$ cat src/rtl/rayand_arbiter.sv
// Round-robin arbiter sharing one registered bitwise-AND stage between N_REQ requesters.
// Latency: grant 1 edge after req in IDLE, done 1 cycle after grant, back to IDLE 1 cycle later.
// Backpressure: none. One operation at a time, and req is ignored while busy.
//
// Ports:
//   clk, rst          rising-edge clock, synchronous active-high reset
//   req               per-requester request (bit i = requester i)
//   a_bus, b_bus      packed operands, requester i at [i*WIDTH +: WIDTH]
//   gnt               one-hot grant pulse
//   busy              high while an operation is in flight
//   done, done_id     result-valid pulse and owning requester index
//   result            A & B of the granted requester, held until next done
//   op_count          completed operations, wraps silently
module rayand_arbiter #(
  parameter int N_REQ = 4,
  parameter int WIDTH = 8,
  parameter int ID_W  = 2
) (
  input  logic                   clk,
  input  logic                   rst,
  input  logic [N_REQ-1:0]       req,
  input  logic [N_REQ*WIDTH-1:0] a_bus,
  input  logic [N_REQ*WIDTH-1:0] b_bus,
  output logic [N_REQ-1:0]       gnt,
  output logic                   busy,
  output logic                   done,
  output logic [ID_W-1:0]        done_id,
  output logic [WIDTH-1:0]       result,
  output logic [15:0]            op_count
);

  typedef enum logic [1:0] {IDLE, CALC, DONE} state_t;

  state_t           state, state_nxt;
  logic [ID_W-1:0]  ptr;
  logic [ID_W-1:0]  op_id;
  logic [WIDTH-1:0] op_a, op_b;
  logic [ID_W-1:0]  win;
  logic             win_vld;

  // Round-robin search: first asserted req at or after ptr, wrapping at N_REQ.
  always_comb begin
    int idx;
    idx     = 0;
    win     = '0;
    win_vld = 1'b0;
    for (int k = 0; k < N_REQ; k++) begin
      idx = int'(ptr) + k;
      if (idx >= N_REQ) idx = idx - N_REQ;
      if (!win_vld && req[idx]) begin
        win_vld = 1'b1;
        win     = ID_W'(idx);
      end
    end
  end

  always_comb begin
    state_nxt = state;
    case (state)
      IDLE:    if (win_vld) state_nxt = CALC;
      CALC:    state_nxt = DONE;
      DONE:    state_nxt = IDLE;
      default: state_nxt = IDLE;
    endcase
  end

  always_ff @(posedge clk) begin
    if (rst) begin
      state    <= IDLE;
      ptr      <= '0;
      op_id    <= '0;
      op_a     <= '0;
      op_b     <= '0;
      gnt      <= '0;
      done     <= 1'b0;
      done_id  <= '0;
      result   <= '0;
      op_count <= '0;
    end else begin
      state <= state_nxt;
      gnt   <= '0;
      done  <= 1'b0;
      case (state)
        IDLE: begin
          // Operands are captured only here; later changes on the bus are ignored.
          if (win_vld) begin
            gnt   <= N_REQ'(1) << win;
            op_a  <= a_bus[win*WIDTH +: WIDTH];
            op_b  <= b_bus[win*WIDTH +: WIDTH];
            op_id <= win;
          end
        end
        CALC: begin
          result  <= op_a & op_b;
          done_id <= op_id;
          done    <= 1'b1;
        end
        DONE: begin
          op_count <= op_count + 16'd1;
          // Pointer moves past the last winner so it gets lowest priority next.
          ptr <= (op_id == ID_W'(N_REQ - 1)) ? '0 : op_id + ID_W'(1);
        end
        default: ;
      endcase
    end
  end

  assign busy = (state != IDLE);

endmodule

$ cat config.mk
export PLATFORM = sky130hd
export DESIGN_NAME = rayand_arbiter
export DESIGN_NICKNAME = d
export VERILOG_FILES = /design/src/rtl/rayand_arbiter.sv
export SDC_FILE = /design/constraint.sdc
export NUM_CORES = 1
export LEC_CHECK = 0
export CAP_MARGIN = 40
export CORE_UTILIZATION = 36
export DETAILED_ROUTE_END_ITERATION = 10
export PLACE_DENSITY = 0.74
export SLEW_MARGIN = 10
export SYNTH_ARGS = -nofsm -noshare
export SYNTH_HDL_FRONTEND = slang
export SYNTH_SLANG_ARGS = --single-unit
$ cat constraint.sdc
create_clock -name clk -period 1.9 [get_ports clk]
set_input_delay 0.475 -clock clk [delete_from_list [all_inputs] [get_ports clk]]
set_output_delay 0.475 -clock clk [all_outputs]
set_load 0.01 [all_outputs]
# After elaboration in Yosys (flattened, before gate mapping)
# Index checks and enable logic that the tools add are counted.
word_totals:
  register_bits: 53
  input_bits: 70
  output_inout_bits: 32
  word_cells: 75
op_classes:
  addsub: 9
  order_cmp: 8
  eq_ne: 4
  shift: 3
  muxes: 28
  bitwise_logic: 3
  n_reduce_logical: 10
ops:
  columns: ["cell", "count"]
  rows:
  - ["< comparator 32 x 4 -> 1 bit (second input constant)", 4]
  - ["2-to-1 mux 32 bit", 4]
  - ["indexed part select 32 x 6 -> 8 bit", 2]
  - ["adder 16 x 1 -> 16 bit (second input constant)", 1]
  - ["2-to-1 mux 1 bit", 13]
  - ["2-to-1 mux 2 bit", 6]
  - ["subtractor 3 x 3 -> 4 bit (second input constant)", 3]
  - ["greater-or-equal comparator 3 bit (second input constant)", 3]
  - ["bitwise AND 8 bit", 1]
  - ["binary-select mux 1 bit (select 2 bit)", 4]
  - ["adder 2 x 2 -> 3 bit (second input constant)", 2]
  - ["equality test 2 bit (second input constant)", 2]
  - ["case mux 2 bit (2 select lines)", 1]
  - ["left shift 1 x 2 -> 4 bit (first input constant)", 1]
  - ["subtractor 2 x 3 -> 4 bit (second input constant)", 1]
  - ["adder 2 x 1 -> 3 bit (second input constant)", 1]
  - ["greater-or-equal comparator 2 x 3 -> 1 bit (second input constant)", 1]
  - ["logical AND 1 bit", 3]
  - ["logical NOT 1 bit", 3]
  - ["OR reduction 3 bit", 1]
  - ["adder 2 x 1 -> 2 bit (second input constant)", 1]
  - ["equality test 2 x 1 -> 1 bit (second input constant)", 1]
  - ["logical NOT 2 bit", 1]
  - ["inequality test 2 bit (second input constant)", 1]
  - ["3 further kinds", 4]

# Depth between registers and ports, before layout
# Gate-level depths: netlist of run 1.
logic_depth:
  word_depth: 17
  ltp_mapped: 7
  mapped_depth_nobuf: 5

# Worst setup path after synthesis of run 1
# Ideal clock, no wire load.
synth_path:
  kind: "input to register"
  startpoint: "input req[0]"
  endpoint: "register op_a[0]"
  setup_time_ns: 0.133
  arrival_time_ns: 1.522
  slack_ns: 0.245
  path_stages: 5
  n_path_buf: 1
  cell_sequence: "o41ai_2 nor2_2 nand2_1 buf_4 o221ai_1"
synth_between:
  elab_chain_len: 14
  word_cells_on_any_way: 28
  cone_classes: "shift: 1; mux: 20; reduce/logical: 7"
synth_lines:
  columns: ["element", "line", "rtl"]
  rows:
  - ["start, declared", "21", "input logic [N_REQ-1:0] req,"]
  - ["binary-select mux 1 bit (select 2 bit)", "50", "if (!win_vld && req[idx]) begin"]
  - ["2-to-1 mux 1 bit (not written as such) (2 in a row)", "50", null]
  - ["2-to-1 mux 1 bit", "50", null]
  - ["logical NOT 1 bit", "50", null]
  - ["logical AND 1 bit", "50", null]
  - ["2-to-1 mux 1 bit", "50", null]
  - ["logical NOT 1 bit", "50", null]
  - ["logical AND 1 bit", "50", null]
  - ["2-to-1 mux 1 bit", "50", null]
  - ["logical NOT 1 bit", "50", null]
  - ["logical AND 1 bit", "50", null]
  - ["2-to-1 mux 2 bit or 2-to-1 mux 1 bit (tied branches)", "50", null]
  - ["indexed part select 32 x 6 -> 8 bit or AND reduction 2 bit (tied branches)", null, null]
  - ["end signal, assigned", "88", "op_a <= a_bus[win*WIDTH +: WIDTH];"]
  - ["end, declared", "37", "logic [WIDTH-1:0] op_a, op_b;"]
# Several ways; a longest one is shown, not always the timed one. The select of a mux whose other input is x is not followed.
# A chain may end at the register's enable or synchronous reset.

# Worst setup path after layout of run 1
layout_path:
  startpoint: "register state[0]"
  endpoint: "output busy"
layout_between:
  elab_chain_len: 1
layout_lines:
  columns: ["element", "line", "rtl"]
  rows:
  - ["start, declared", "34", "state_t state, state_nxt;"]
  - ["start signal, assigned", "80", "state <= state_nxt;"]
  - ["nonzero test 2 bit", "108", "assign busy = (state != IDLE);"]
  - ["end, declared", "25", "output logic busy,"]
# No other way between the ends.

==> results.toml, run 1 <==
[sta]
post-route-period-util = 0.970
setup-tns-final_ns = 0
max_freq_ghz = 0.542
slew_viol_final = 0
relSlewSlack = 0.693
tightest_slew_ns = 0.460
setup_violations = 0
layout_min_cycle_time_ns = 1.84
rsz0062_at_grt = "no"
hold_violations = 0
skew_ns = 0.00464

[pwr]
p_per_area_nw_per_um2 = 649
p_leak_uw = 0.00135
vdd_drop_max_uv = 360

[logic_synthesis]
ys_warn_count = 0
synth_area_um2 = 2410
syn_inst = 261
synth.avg_cell_area_um2 = 9.23
syn-num-nets = 333
synth.distinct_cells = 35
synth-seq-cells = 53
seq_area_frac_synth = 0.441

[worst_setup_path]
critPathCapture = "busy"
r2r-end = "op_count[14]$_SDFFE_PP0N_"
reg2reg_slack_ns = 0.28
worst-path-max-fanout = 5
crit_type = "register to output port"
crit_path_top_delay_cell = "clkdlybuf4s50_1"
path_cells = "nor2_2 > inv_1 > clkdlybuf4s50_1"
endpoint_kind = "output port"
critPathMaxStageDelay_ns = 0.47
cp.arrival_ns = 1.37
crit_start = "state[0]$_SDFFE_PP0P_"
required_ns = 1.42
cp-start-kind = "register"
r2r_cells = 5
r2r-start = "state[0]$_SDFFE_PP0P_"

[worst_hold_path]
hold_start = "result[2]$_SDFFE_PP0P_"
hp-class = "register to register"

[global_route]
grt_max_degree = 31
busiest_layer = "met2"
antenna_found_initial = 0
track_usage = 0.174
grt_pass1_vias = 2172
grtUsageMet1 = 0.204
grt_first_pass_wirelength_um = 9980
grtUsageMet2 = 0.311
globalRoute.totalOverflow = 0
use_met3 = 0.0495

[floorplanning]
fp.dieW_um = 83.8
initial_core_util = 0.377
dieArea_um2 = 7020
die_y_um = 83.8
boundaryPins = 102
core_area_um2 = 6390
num_rows = 29

[final_layout]
antenna_cells = 0
nFillCells = 590
drive_above_1_share = 0.0820
layout.nets = 437
seq_area_um2 = 1060
final_cells = 443
syn_to_final_growth_pct = 53.4
multi_input_area_um2 = 1270
final_cell_area_um2 = 3690

[clock_tree]
cts_buffer_depth = 2
cts_root_buf = "clkbuf_8"
cts_max_level = 2
clk_latency_ns = 0.30
cts_made_buffers = 5
cts_sinks = 53
cts_setup_buffers = 0
cts_hold_buf = 0
cts_tree = "built"
path_clk_slew_ns = 0.09

[place]
gp_congestion = 0.736
detailed_place_hpwl_um = 4410
dp_cells = 434
port_buffers = 101
place_area_um2 = 3530

[routing]
via_per_inst = 5.01
drtAntennaViolNets = 0
vias = 2220
dr.pass1.iters = 4
routed_wl_um = 5940
wl_per_cell_um = 13.4
drcViolationCount = 0
drt_iter0_markers = 64

[outcome]
status = "complete, no violations"

[run]
drv_cap = 0
worst min-delay path by stage:
stage	end	slack, ns	depth (start not counted)
floorplan	op_b[0]$_SDFFE_PP0P_	0.43	2
global placement	result[3]$_SDFFE_PP0P_	0.44	2
detailed placement	result[7]$_SDFFE_PP0P_	0.44	2
CTS	result[7]$_SDFFE_PP0P_	0.46	2
global route	result[4]$_SDFFE_PP0P_	0.48	2
finish	result[2]$_SDFFE_PP0P_	0.45	2
metrics by stage:
step | power [uW] | worst slack (ns) | hold slack, ns | utilization
6_report | 2400 | 0.0562 | 0.455 | 0.579
2_1_floorplan | 1470 | 0.245 | 0.432 | -
4_1_cts | 2400 | 0.0109 | 0.457 | 0.572
3_5_place_dp | 1720 | -0.376 | 0.444 | 0.552
3_3_place_gp | 1710 | -0.324 | 0.437 | 0.552
5_1_grt | 2500 | 0.00883 | 0.479 | 0.579
metal layers:
layer,vias to the layer above,part of all wire
met4,0,0.0086
li1,1121,-
met5,-,0
met1,1013,0.42
met3,5,0.073
met2,81,0.49
cells by family after synthesis:
logic type,after synthesis,share of synthesized area
buffers and inverters,19,0.0493
flip-flops,53,0.441
adder cells (fa/ha/maj),2,0.0104
multiplexers,33,0.137
AO/OA/AOI/OAI,39,0.115
AND/OR/NAND/NOR,102,0.201
XOR/XNOR,13,0.0473
synthesized netlist by cell type:
cell      number  area [um2]
a21oi_1       17        85.1
or3_1          2        12.5
buf_2          2        10.0
a22oi_1        1        7.51
clkbuf_1       6        22.5
nor2_2         1        6.26
nor3_2         1        10.0
mux2i_1       33         330
and2b_1        2        15.0
dfxtp_1       53        1060
nand3_1       11        55.1
nand4_1        4        25.0
and3_1         1        6.26
ha_1           2        25.0
o32a_1         1        10.0
o21ai_0        1        5.00
nor3b_2        1        12.5
nand2_1       38         143
and4_1         3        26.3
nand2b_1       5        31.3
xor2_1         7        61.3
xnor2_1        6        52.6
buf_8          1        15.0
nor3_1         1        5.00
o41ai_2        1        16.3
nor2b_1        4        25.0
o221ai_1      16         140
buf_6          3        33.8
or2_1          1        6.26
nor4_1         1        6.26
o21ai_1        1        5.00
o21a_1         1        7.51
buf_4          3        22.5
inv_1          4        15.0
nor2_1        26        97.6
where the power goes:
group          internal, uW  switching [uW]  total, uW
clock                   330             355        686
sequential             1180            41.3       1220
combinational           295             198        493
cell usage in the layout, fill, tap and decap left out, types with 3 or more instances in the layout:
cell / n
a21oi_1: 16
buf_4: 7
mux2i_1: 32
nor2_1: 25
nand4_1: 4
nand3_1: 11
o221ai_1: 16
nand2b_1: 4
clkdlybuf4s50_1: 98
inv_1: 4
xnor2_1: 6
and4_1: 3
nor2b_1: 3
nand2_1: 37
xor2_1: 7
buf_12: 3
dfxtp_1: 53
clkbuf_8: 7
repair_timing:
item,CTS,global route
setup endpoints to repair,16,16
gates cloned,1,0
pin swaps,1,1
resized for setup,4,8
sequential cells by signal, summed over array words and instances, names as in the netlist:
register  cells
op_id         2
state         2
done_id       2
ptr           2
result        8
done          1
op_count     16
op_b          8
gnt           4
op_a          8
layout make-up:
class	count	share of cell area
flip-flops and latches	53	0.287
repair buffers	112	0.312
inverters	4	0.00406
well taps	77	0.0261
multi-input cells	189	0.344
clock inverters	1	0.00135
clock buffers	7	0.0261
worst max-delay path: cells and delay by family, from the launching register on:
family / cells / cell delay, ns
buffers and inverters: 2 / 0.53
DFF: 1 / 0.35
and+or+nand+nor: 1 / 0.20
Power figures use the tool's default switching activity.
==> inputs of run 2 (changes only) <==
--- a/config.mk
+++ b/config.mk
@@ -7,8 +7,10 @@
 export LEC_CHECK = 0
 export CAP_MARGIN = 40
 export CORE_UTILIZATION = 36
+export CTS_CLUSTER_DIAMETER = 30
 export DETAILED_ROUTE_END_ITERATION = 10
 export PLACE_DENSITY = 0.74
+export SKIP_LAST_GASP = 1
 export SLEW_MARGIN = 10
 export SYNTH_ARGS = -nofsm -noshare
 export SYNTH_HDL_FRONTEND = slang
==> results.toml, run 2 (same netlist as run 1, synthesis figures left out) <==
[worst_setup_path]
worst-path-max-fanout = 18
cp-start-kind = "primary input"
reg2reg_slack_ns = 0.28
cp.arrival_ns = 2.03
r2r-end = "op_count[14]$_SDFFE_PP0N_"
crit_type = "primary input to register"
r2r_cells = 5
required_ns = 2.07
endpoint_kind = "register"
r2r-start = "state[0]$_SDFFE_PP0P_"

[outcome]
status = "complete, no violations"

[routing]
drcViolationCount = 0
drt_iter0_markers = 64
via_per_inst = 5.01
routed_wl_um = 5940
dr.pass1.iters = 4
vias = 2220
wl_per_cell_um = 13.4
drtAntennaViolNets = 0

[floorplanning]
core_area_um2 = 6390
die_y_um = 83.8
initial_core_util = 0.377
fp.dieW_um = 83.8
num_rows = 29
dieArea_um2 = 7020
boundaryPins = 102

[sta]
slew_viol_final = 0
setup_violations = 0
hold_slack_ns = 0.455
rsz0062_at_grt = "yes"
max_freq_ghz = 0.538
layout_min_cycle_time_ns = 1.86
setup-tns-final_ns = 0
relSlewSlack = 0.693
post-route-period-util = 0.978
fin_ws_ns = 0.0427
tightest_slew_ns = 0.460
skew_ns = 0.00465
hold_violations = 0

[run]
drv_cap = 0

[clock_tree]
clk_latency_ns = 0.30
cts_root_buf = "clkbuf_8"
cts_buffer_depth = 2
cts_setup_buffers = 0
cts_made_buffers = 5
cts_sinks = 53
cts_hold_buf = 0
cts_tree = "built"
cts_max_level = 2
path_clk_slew_ns = 0.09

[final_layout]
layout.nets = 437
largest_reg_flops = 16
syn_to_final_growth_pct = 53.3
layout.cells.most_common_list = "clkdlybuf4s50_1 (99), dfxtp_1 (53), nand2_1 (37), mux2i_1 (32), nor2_1 (25)"
antenna_cells = 0
final_common_cell = "clkdlybuf4s50_1"
largest-register = "op_count"
drive_above_1_share = 0.0820

[place]
place_ws_ns = -0.376
detailed_place_hpwl_um = 4410
port_buffers = 101
gp_congestion = 0.736

[pwr]
vdd_drop_max_uv = 360
p_per_area_nw_per_um2 = 649
p_leak_uw = 0.00134

[worst_hold_path]
hp-class = "register to register"
worstHoldEndpoint = "result[2]$_SDFFE_PP0P_"
hold-path-cell-count = 2
hold_start = "result[2]$_SDFFE_PP0P_"

[global_route]
grt_pass1_vias = 2172
grt_first_pass_wirelength_um = 9980
track_usage = 0.174
globalRoute.totalOverflow = 0
grt_max_degree = 31
antenna_found_initial = 0
run 2: power breakdown:
group / leakage (uW) / internal (uW) / total, uW / switching (uW)
combinational: 0.000853 / 295 / 493 / 198
clock: 0.0000542 / 330 / 686 / 355
sequential: 0.000432 / 1180 / 1220 / 41.3
total: 0.00134 / 1800 / 2400 / 594
run 2: layout make-up:
type	instances	area (um2)
well taps	77	96.3
clock buffers	7	96.3
multi-input cells	189	1270
fillers	589	2690
inverters	4	15.0
flip-flops and latches	53	1060
repair buffers	112	1150
clock inverters	1	5.00
run 2: how the worst max path moves through the flow:
stage,from,endpoint,slack [ns],cells after the start
CTS,req[2],op_a[2]$_SDFFE_PP0P_,0.01,7
detailed placement,req[1],op_a[2]$_SDFFE_PP0P_,-0.38,7
global route,req[2],op_b[5]$_SDFFE_PP0P_,-0.02,7
global placement,req[1],op_b[6]$_SDFFE_PP0P_,-0.32,7
floorplan,req[0],op_a[0]$_SDFFE_PP0P_,0.24,5
finish,req[2],op_a[4]$_SDFFE_PP0P_,0.04,7
run 2: critical path: stages:
cell	delay, ns
clkdlybuf4s50_1	0.46
nand2b_1	0.15
a21oi_2	0.05
o32a_4	0.41
buf_12	0.18
mux2i_1	0.17
o221ai_1	0.14
run 2: per-stage QoR:
stage	std cells	area, um2	power, uW	util
after floorplan	261	2410	1470	-
after global routing	443	3690	2500	0.578
final	443	3690	2400	0.578
after detailed placement	434	3530	1720	0.552
after CTS	443	3650	2400	0.572
after global placement	434	3530	1710	0.552
run 2: layer usage:
| metal | share of wire | vias to the layer above | global-route usage |
|---|---|---|---|
| met3 | 0.073 | 5 | 0.0495 |
| met5 | 0 | - | 0 |
| met2 | 0.49 | 81 | 0.311 |
| li1 | - | 1121 | - |
| met4 | 0.0086 | 0 | 0.0431 |
| met1 | 0.42 | 1013 | 0.204 |
run 2: repair_timing:
item                                    in CTS  in global routing
endpoints found under the setup margin      16                 16
gates cloned                                 1                  0
resized for setup                            4                  7
pin swaps                                    1                  1
